===== config.mk =====
export PLATFORM = sky130hd
export DESIGN_NAME = button_event_decoder
export DESIGN_NICKNAME = d
export VERILOG_FILES = /design/src/rtl/button_pkg.sv /design/src/rtl/button_event_decoder_debounce.sv /design/src/rtl/button_event_decoder.sv
export SDC_FILE = /design/constraint.sdc
export NUM_CORES = 1
export LEC_CHECK = 0
export CORE_MARGIN = 5
export CORE_UTILIZATION = 55
export DETAILED_ROUTE_END_ITERATION = 8
export PLACE_DENSITY = 0.76
export SYNTH_ARGS = -nofsm -noshare
export SYNTH_HDL_FRONTEND = slang
export SYNTH_SLANG_ARGS = --single-unit

===== constraint.sdc =====
create_clock -name clk48 -period 1.75 [get_ports clk48]
set_input_delay 0.175 -clock clk48 [delete_from_list [all_inputs] [get_ports clk48]]
set_output_delay 0.175 -clock clk48 [all_outputs]
set_load 0.02 [all_outputs]

===== src/rtl/button_pkg.sv =====
// Shared state encodings, counter-width helper and 48 MHz timing defaults
// used by the button event decoder.
package button_pkg;

  typedef enum logic [2:0] {
    ST_IDLE  = 3'd0,
    ST_HELD  = 3'd1,
    ST_LONG  = 3'd2,
    ST_GAP   = 3'd3,
    ST_HELD2 = 3'd4
  } btn_state_t;

  localparam int DEFAULT_DEBOUNCE_CYCLES   = 480_000;     // 10 ms
  localparam int DEFAULT_LONG_CYCLES       = 48_000_000;  // 1 s
  localparam int DEFAULT_DOUBLE_GAP_CYCLES = 14_400_000;  // 300 ms

  // Bits needed to hold the values 0..max_count.
  function automatic int cnt_width(input int max_count);
    return (max_count < 1) ? 1 : $clog2(max_count + 1);
  endfunction

endpackage


===== src/rtl/button_event_decoder_debounce.sv =====
// Two-flop synchroniser plus debounce counter; btn_level is the accepted,
// active-high button level with matching edge pulses.
module btn_debounce
  import button_pkg::*;
#(
  parameter bit ACTIVE_LOW      = 1'b1,
  parameter int DEBOUNCE_CYCLES = DEFAULT_DEBOUNCE_CYCLES
) (
  input  logic clk48,
  input  logic rst,
  input  logic usr_btn,
  output logic btn_level,
  output logic rise_pulse,
  output logic fall_pulse,
  output logic rise_next,
  output logic fall_next
);

  localparam int CW = cnt_width(DEBOUNCE_CYCLES);

  logic [1:0]    sync_reg;
  logic [CW-1:0] cnt_reg;
  logic          raw;
  logic          accept;

  assign raw    = ACTIVE_LOW ? ~sync_reg[1] : sync_reg[1];
  // A new level is accepted on the edge after the count has reached the limit.
  assign accept    = (raw != btn_level) && (cnt_reg == CW'(DEBOUNCE_CYCLES));
  assign rise_next = accept && !btn_level;
  assign fall_next = accept && btn_level;

  always_ff @(posedge clk48 or posedge rst) begin
    if (rst) begin
      sync_reg   <= {2{ACTIVE_LOW}};
      cnt_reg    <= '0;
      btn_level  <= 1'b0;
      rise_pulse <= 1'b0;
      fall_pulse <= 1'b0;
    end else begin
      sync_reg   <= {sync_reg[0], usr_btn};
      rise_pulse <= rise_next;
      fall_pulse <= fall_next;
      if (raw == btn_level) begin
        cnt_reg <= '0;
      end else if (accept) begin
        btn_level <= ~btn_level;
        cnt_reg   <= '0;
      end else begin
        cnt_reg <= cnt_reg + CW'(1);
      end
    end
  end

endmodule


===== src/rtl/button_event_decoder.sv =====
// Classifies the debounced OrangeCrab button into press/release/click/long
// events; define DOUBLE_CLICK_EN to add double-click detection.
module button_event_decoder
  import button_pkg::*;
#(
  parameter bit ACTIVE_LOW        = 1'b1,
  parameter int DEBOUNCE_CYCLES   = DEFAULT_DEBOUNCE_CYCLES,
  parameter int LONG_CYCLES       = DEFAULT_LONG_CYCLES,
  parameter int DOUBLE_GAP_CYCLES = DEFAULT_DOUBLE_GAP_CYCLES
) (
  input  logic clk48,
  input  logic rst,
  input  logic usr_btn,
  output logic btn_level,
  output logic press_pulse,
  output logic release_pulse,
  output logic click_pulse,
  output logic long_pulse,
  output logic double_pulse
);

  localparam int HW = cnt_width(LONG_CYCLES);

  if (DEBOUNCE_CYCLES < 1 || LONG_CYCLES < 2 || DOUBLE_GAP_CYCLES < 1) begin : g_bad_params
    $error("button_event_decoder: timing parameters out of range");
  end

  logic rise_next, fall_next;

  btn_debounce #(
    .ACTIVE_LOW      (ACTIVE_LOW),
    .DEBOUNCE_CYCLES (DEBOUNCE_CYCLES)
  ) u_debounce (
    .clk48      (clk48),
    .rst        (rst),
    .usr_btn    (usr_btn),
    .btn_level  (btn_level),
    .rise_pulse (press_pulse),
    .fall_pulse (release_pulse),
    .rise_next  (rise_next),
    .fall_next  (fall_next)
  );

  // Hold count is 0 during the press_pulse cycle because it idles at 0 while released.
  logic [HW-1:0] hold_reg;
  logic          long_hit;

  assign long_hit = (hold_reg == HW'(LONG_CYCLES - 1));

  always_ff @(posedge clk48 or posedge rst) begin
    if (rst) begin
      hold_reg <= '0;
    end else if (!btn_level) begin
      hold_reg <= '0;
    end else if (hold_reg != HW'(LONG_CYCLES)) begin
      hold_reg <= hold_reg + HW'(1);
    end
  end

  btn_state_t state_reg;
  logic       click_reg;
  logic       long_reg;

`ifdef DOUBLE_CLICK_EN
  localparam int GW = cnt_width(DOUBLE_GAP_CYCLES);

  logic [GW-1:0] gap_reg;
  logic          gap_done;
  logic          double_reg;

  assign gap_done = (gap_reg == GW'(DOUBLE_GAP_CYCLES - 1));

  always_ff @(posedge clk48 or posedge rst) begin
    if (rst) begin
      gap_reg <= '0;
    end else if (state_reg == ST_GAP) begin
      gap_reg <= gap_reg + GW'(1);
    end else begin
      gap_reg <= '0;
    end
  end

  assign double_pulse = double_reg;
`else
  assign double_pulse = 1'b0;
`endif

  // Release is checked before the long threshold so a coincident release counts as a click.
  always_ff @(posedge clk48 or posedge rst) begin
    if (rst) begin
      state_reg  <= ST_IDLE;
      click_reg  <= 1'b0;
      long_reg   <= 1'b0;
`ifdef DOUBLE_CLICK_EN
      double_reg <= 1'b0;
`endif
    end else begin
      click_reg  <= 1'b0;
      long_reg   <= 1'b0;
`ifdef DOUBLE_CLICK_EN
      double_reg <= 1'b0;
`endif
      case (state_reg)
        ST_IDLE: begin
          if (rise_next) state_reg <= ST_HELD;
        end
        ST_HELD: begin
          if (fall_next) begin
`ifdef DOUBLE_CLICK_EN
            state_reg <= ST_GAP;
`else
            state_reg <= ST_IDLE;
            click_reg <= 1'b1;
`endif
          end else if (long_hit) begin
            state_reg <= ST_LONG;
            long_reg  <= 1'b1;
          end
        end
        ST_LONG: begin
          if (fall_next) state_reg <= ST_IDLE;
        end
`ifdef DOUBLE_CLICK_EN
        // A press accepted on the expiry cycle still wins.
        ST_GAP: begin
          if (rise_next) begin
            state_reg <= ST_HELD2;
          end else if (gap_done) begin
            state_reg <= ST_IDLE;
            click_reg <= 1'b1;
          end
        end
        ST_HELD2: begin
          if (fall_next) begin
            state_reg  <= ST_IDLE;
            double_reg <= 1'b1;
          end else if (long_hit) begin
            state_reg <= ST_LONG;
            click_reg <= 1'b1;
            long_reg  <= 1'b1;
          end
        end
`endif
        default: state_reg <= ST_IDLE;
      endcase
    end
  end

  assign click_pulse = click_reg;
  assign long_pulse  = long_reg;

endmodule


==> impl_metrics.json <==
{
  "outcome": "finished with violations",
  "violations": "setup timing",
  "syn_to_final_growth_pct": 28.68,
  "synth.distinct_cells": 42,
  "cts_num_sinks": 54,
  "first_iter_violations": 202,
  "post_dp_cell_area_sq_um": 3154,
  "clockBufferDepth": 2,
  "rows": 25,
  "first_pass_iters": 4,
  "numPlacedInstances": 383,
  "route.detailed.drc": 0,
  "fin_crit_sh": 1.007,
  "grt_max_degree": 34,
  "final_area_sq_um": 3503,
  "reg2reg_slack_ns": -0.01,
  "routabilityCongestion": 0.8282,
  "synth.ff_latch_count": 54,
  "nFillCells": 344,
  "final-max-slew-violation-count": 0,
  "ios": 9,
  "crit_family": "simple AND/OR/NAND/NOR gates",
  "crit_fanout": 5,
  "r2r-start": "hold_reg[1]",
  "die_w_um": 80.36,
  "synth_cells": 279,
  "synth_top_family_by_area": "simple AND/OR/NAND/NOR gates",
  "worstReg2RegEnd": "hold_reg[25]",
  "rsz0062_at_grt": "yes",
  "synth.avg_cell_area_sq_um": 9.758,
  "crit_required_ns": 1.95,
  "setup_ws_ns": -0.01177,
  "synth_xor_area_frac": 0.09007,
  "antenna_found_initial": 0,
  "clock_latency_ns": 0.31,
  "hold_viol": 0,
  "antenna_cells": 0,
  "min-delay-path-class": "in -> async",
  "synth_compound_area_frac": 0.07537,
  "muxShareOfSynthArea": 0.003676,
  "drv_cap": 0,
  "cpMaxStageDelayCell": "dfrtp_1",
  "ys_seq_area_frac": 0.4972,
  "synth_area_sq_um": 2723,
  "die_h_um": 80.36,
  "worstPathCellList": "nand4_1 > buf_4 > or3_4 > o41ai_2 > a21oi_2",
  "final_core_util": 0.7368,
  "root_buffer": "clkbuf_8",
  "cts_tree": "built",
  "setup_viol": 3,
  "startpoint_type": "register",
  "yosysWarnings": 0,
  "fin_skew_ns": 0.01508,
  "worstSetupPathType": "reg -> reg",
  "yosys.area_share.simple": 0.2771,
  "place_hpwl_um": 4018,
  "worstSetupEndpointType": "register",
  "grt_use_total": 0.2030,
  "min_period_ns": 1.762,
  "multiInputGateArea_sq_um": 1393,
  "max_stage_delay_ns": 0.40,
  "seqCellArea_sq_um": 1354,
  "clk_pin_slew_worst_paths_ns": 0.10,
  "final_layout_size_suffix_gt1_frac": 0.2616,
  "final_nets": 350,
  "vdd_drop_max_v": 0.0006311,
  "p_leak_nw": 1.397,
  "yosys.area_share.adder": 0.01838,
  "crit_buf_inv": 1,
  "syn_nets": 286,
  "port_buffers": 7,
  "numCtsBuffers": 5,
  "grt_pass1_wl_um": 10250,
  "drt-vias-per-instance": 5.864,
  "h-tree-depth": 2,
  "crit_arrival_ns": 1.96,
  "routedWlPerCell_um": 16.00,
  "largest_reg_flops": 26,
  "ant_nets": 0,
  "dieArea_sq_um": 6457,
  "p_per_area_nw_per_um2": 574.4,
  "fmax_mhz": 567.6,
  "coreArea_sq_um": 4755,
  "ff2ff_path_depth": 5,
  "grt_pass1_vias": 2194,
  "fin_cells": 411,
  "drt_wl_total_um": 6578,
  "vias": 2410,
  "grt-ovfl-total": 0,
  "start_util": 0.5726
}
what timing repair did:
item,4_1_cts,5_1_grt
endpoints found under the hold margin,0,0
hold buffers,0,0
gates cloned,0,1
pin swaps,1,7
endpoints found under the setup margin,7,16
gates resized for setup,2,20
setup buffers,2,17
routing by layer:
layer,global-route usage,share of wire,vias to the layer above,wire length [um]
met5,0,0,-,0
met4,0.06588,0.014,0,89
met3,0.03812,0.048,8,313
met2,0.3030,0.47,63,3112
met1,0.2972,0.47,1201,3062
li1,-,-,1138,-
cell usage after synthesis, drive strengths merged:
library cell,number,area share
buf,6,0.013
o21a,1,0.0028
or2,2,0.0046
nand2,11,0.015
xnor2,20,0.064
mux2i,1,0.0037
conb,1,0.0014
or4,9,0.025
clkbuf,2,0.0028
o211ai,1,0.0028
nor3,10,0.018
or3,6,0.016
and2b,1,0.0028
o31ai,7,0.019
and4,3,0.0097
nor4,12,0.028
nand2b,2,0.0046
a31o,1,0.0032
nand4,16,0.037
nor2,30,0.041
xor2,8,0.026
or2b,1,0.0028
nor4bb,2,0.0074
dfstp,2,0.019
ha,4,0.018
dfrtp,52,0.48
o41ai,1,0.0032
a21oi,16,0.029
o21ai,8,0.015
nor4b,4,0.013
nand3,15,0.029
or4b,1,0.0037
inv,15,0.021
and4b,1,0.0037
and3,7,0.016
cell usage in the layout (no fill, tap or decap), drive strengths merged, types with 8 or more instances in the layout:
cell,netlist,layout
a21oi,16,16
buf,6,57
dfrtp,52,52
inv,15,15
nand2,11,11
nand3,15,15
nand4,16,16
nor2,30,30
nor3,10,10
nor4,12,12
o21ai,8,8
or4,9,9
xnor2,20,20
xor2,8,8
layout make-up:
class,count,share of cell area
clock inverter,2,0.002857
clock buffer,6,0.02071
multi-input combinational,203,0.3975
tap,67,0.02393
inverter,15,0.01607
timing repair buffer,64,0.1525
sequential,54,0.3864
power breakdown:
group | internal, mW | leakage [nW] | switching, mW
clock | 0.279 | 0.0450 | 0.393
combinational | 0.0289 | 0.606 | 0.0512
sequential | 1.26 | 0.745 | 0.00414
per-stage QoR:
step | TNS [ns] | total power, mW | setup WS, ns | hold slack, ns
finish | -0.01927 | 2.012 | -0.01177 | 0.2215
global route | -1.746 | 2.096 | -0.1019 | 0.2562
CTS | 0 | 2.029 | 0.004099 | 0.2340
detailed placement | -0.07469 | 1.366 | -0.04512 | 0.3476
global placement | -0.01074 | 1.364 | -0.01074 | 0.3480
floorplan | 0 | 1.330 | 0.0009091 | 0.1795
kinds of logic (layout without fill, tap and decap cells):
kind of cell,count (synthesis),in the layout
xor gates and xnor gates,28,28
AOI/OAI and AO/OA,35,35
muxes,1,1
adders and majority gates,4,4
and+or+nand+nor,133,134
buffers and inverters,23,87
DFF,54,54
other,1,1
worst register-to-register path, cell delays in order, from the launching register on:
cell,delay [ns]
dfrtp_1,0.40
nand4_1,0.21
buf_4,0.20
or3_4,0.37
o41ai_2,0.39
a21oi_2,0.08
worst max path at each step:
stage          depth (start not counted)                     to  slack (ns)                  start
2_1_floorplan                          5           hold_reg[19]      0.0009            hold_reg[6]
4_1_cts                                6  u_debounce.cnt_reg[1]       0.004  u_debounce.cnt_reg[0]
3_5_place_dp                           4           hold_reg[23]       -0.05            hold_reg[5]
3_3_place_gp                           4            click_pulse       -0.01  u_debounce.cnt_reg[5]
6_report                               5           hold_reg[25]       -0.01            hold_reg[1]
5_1_grt                                5            hold_reg[1]       -0.10           hold_reg[11]
Power figures use the tool's default switching activity.
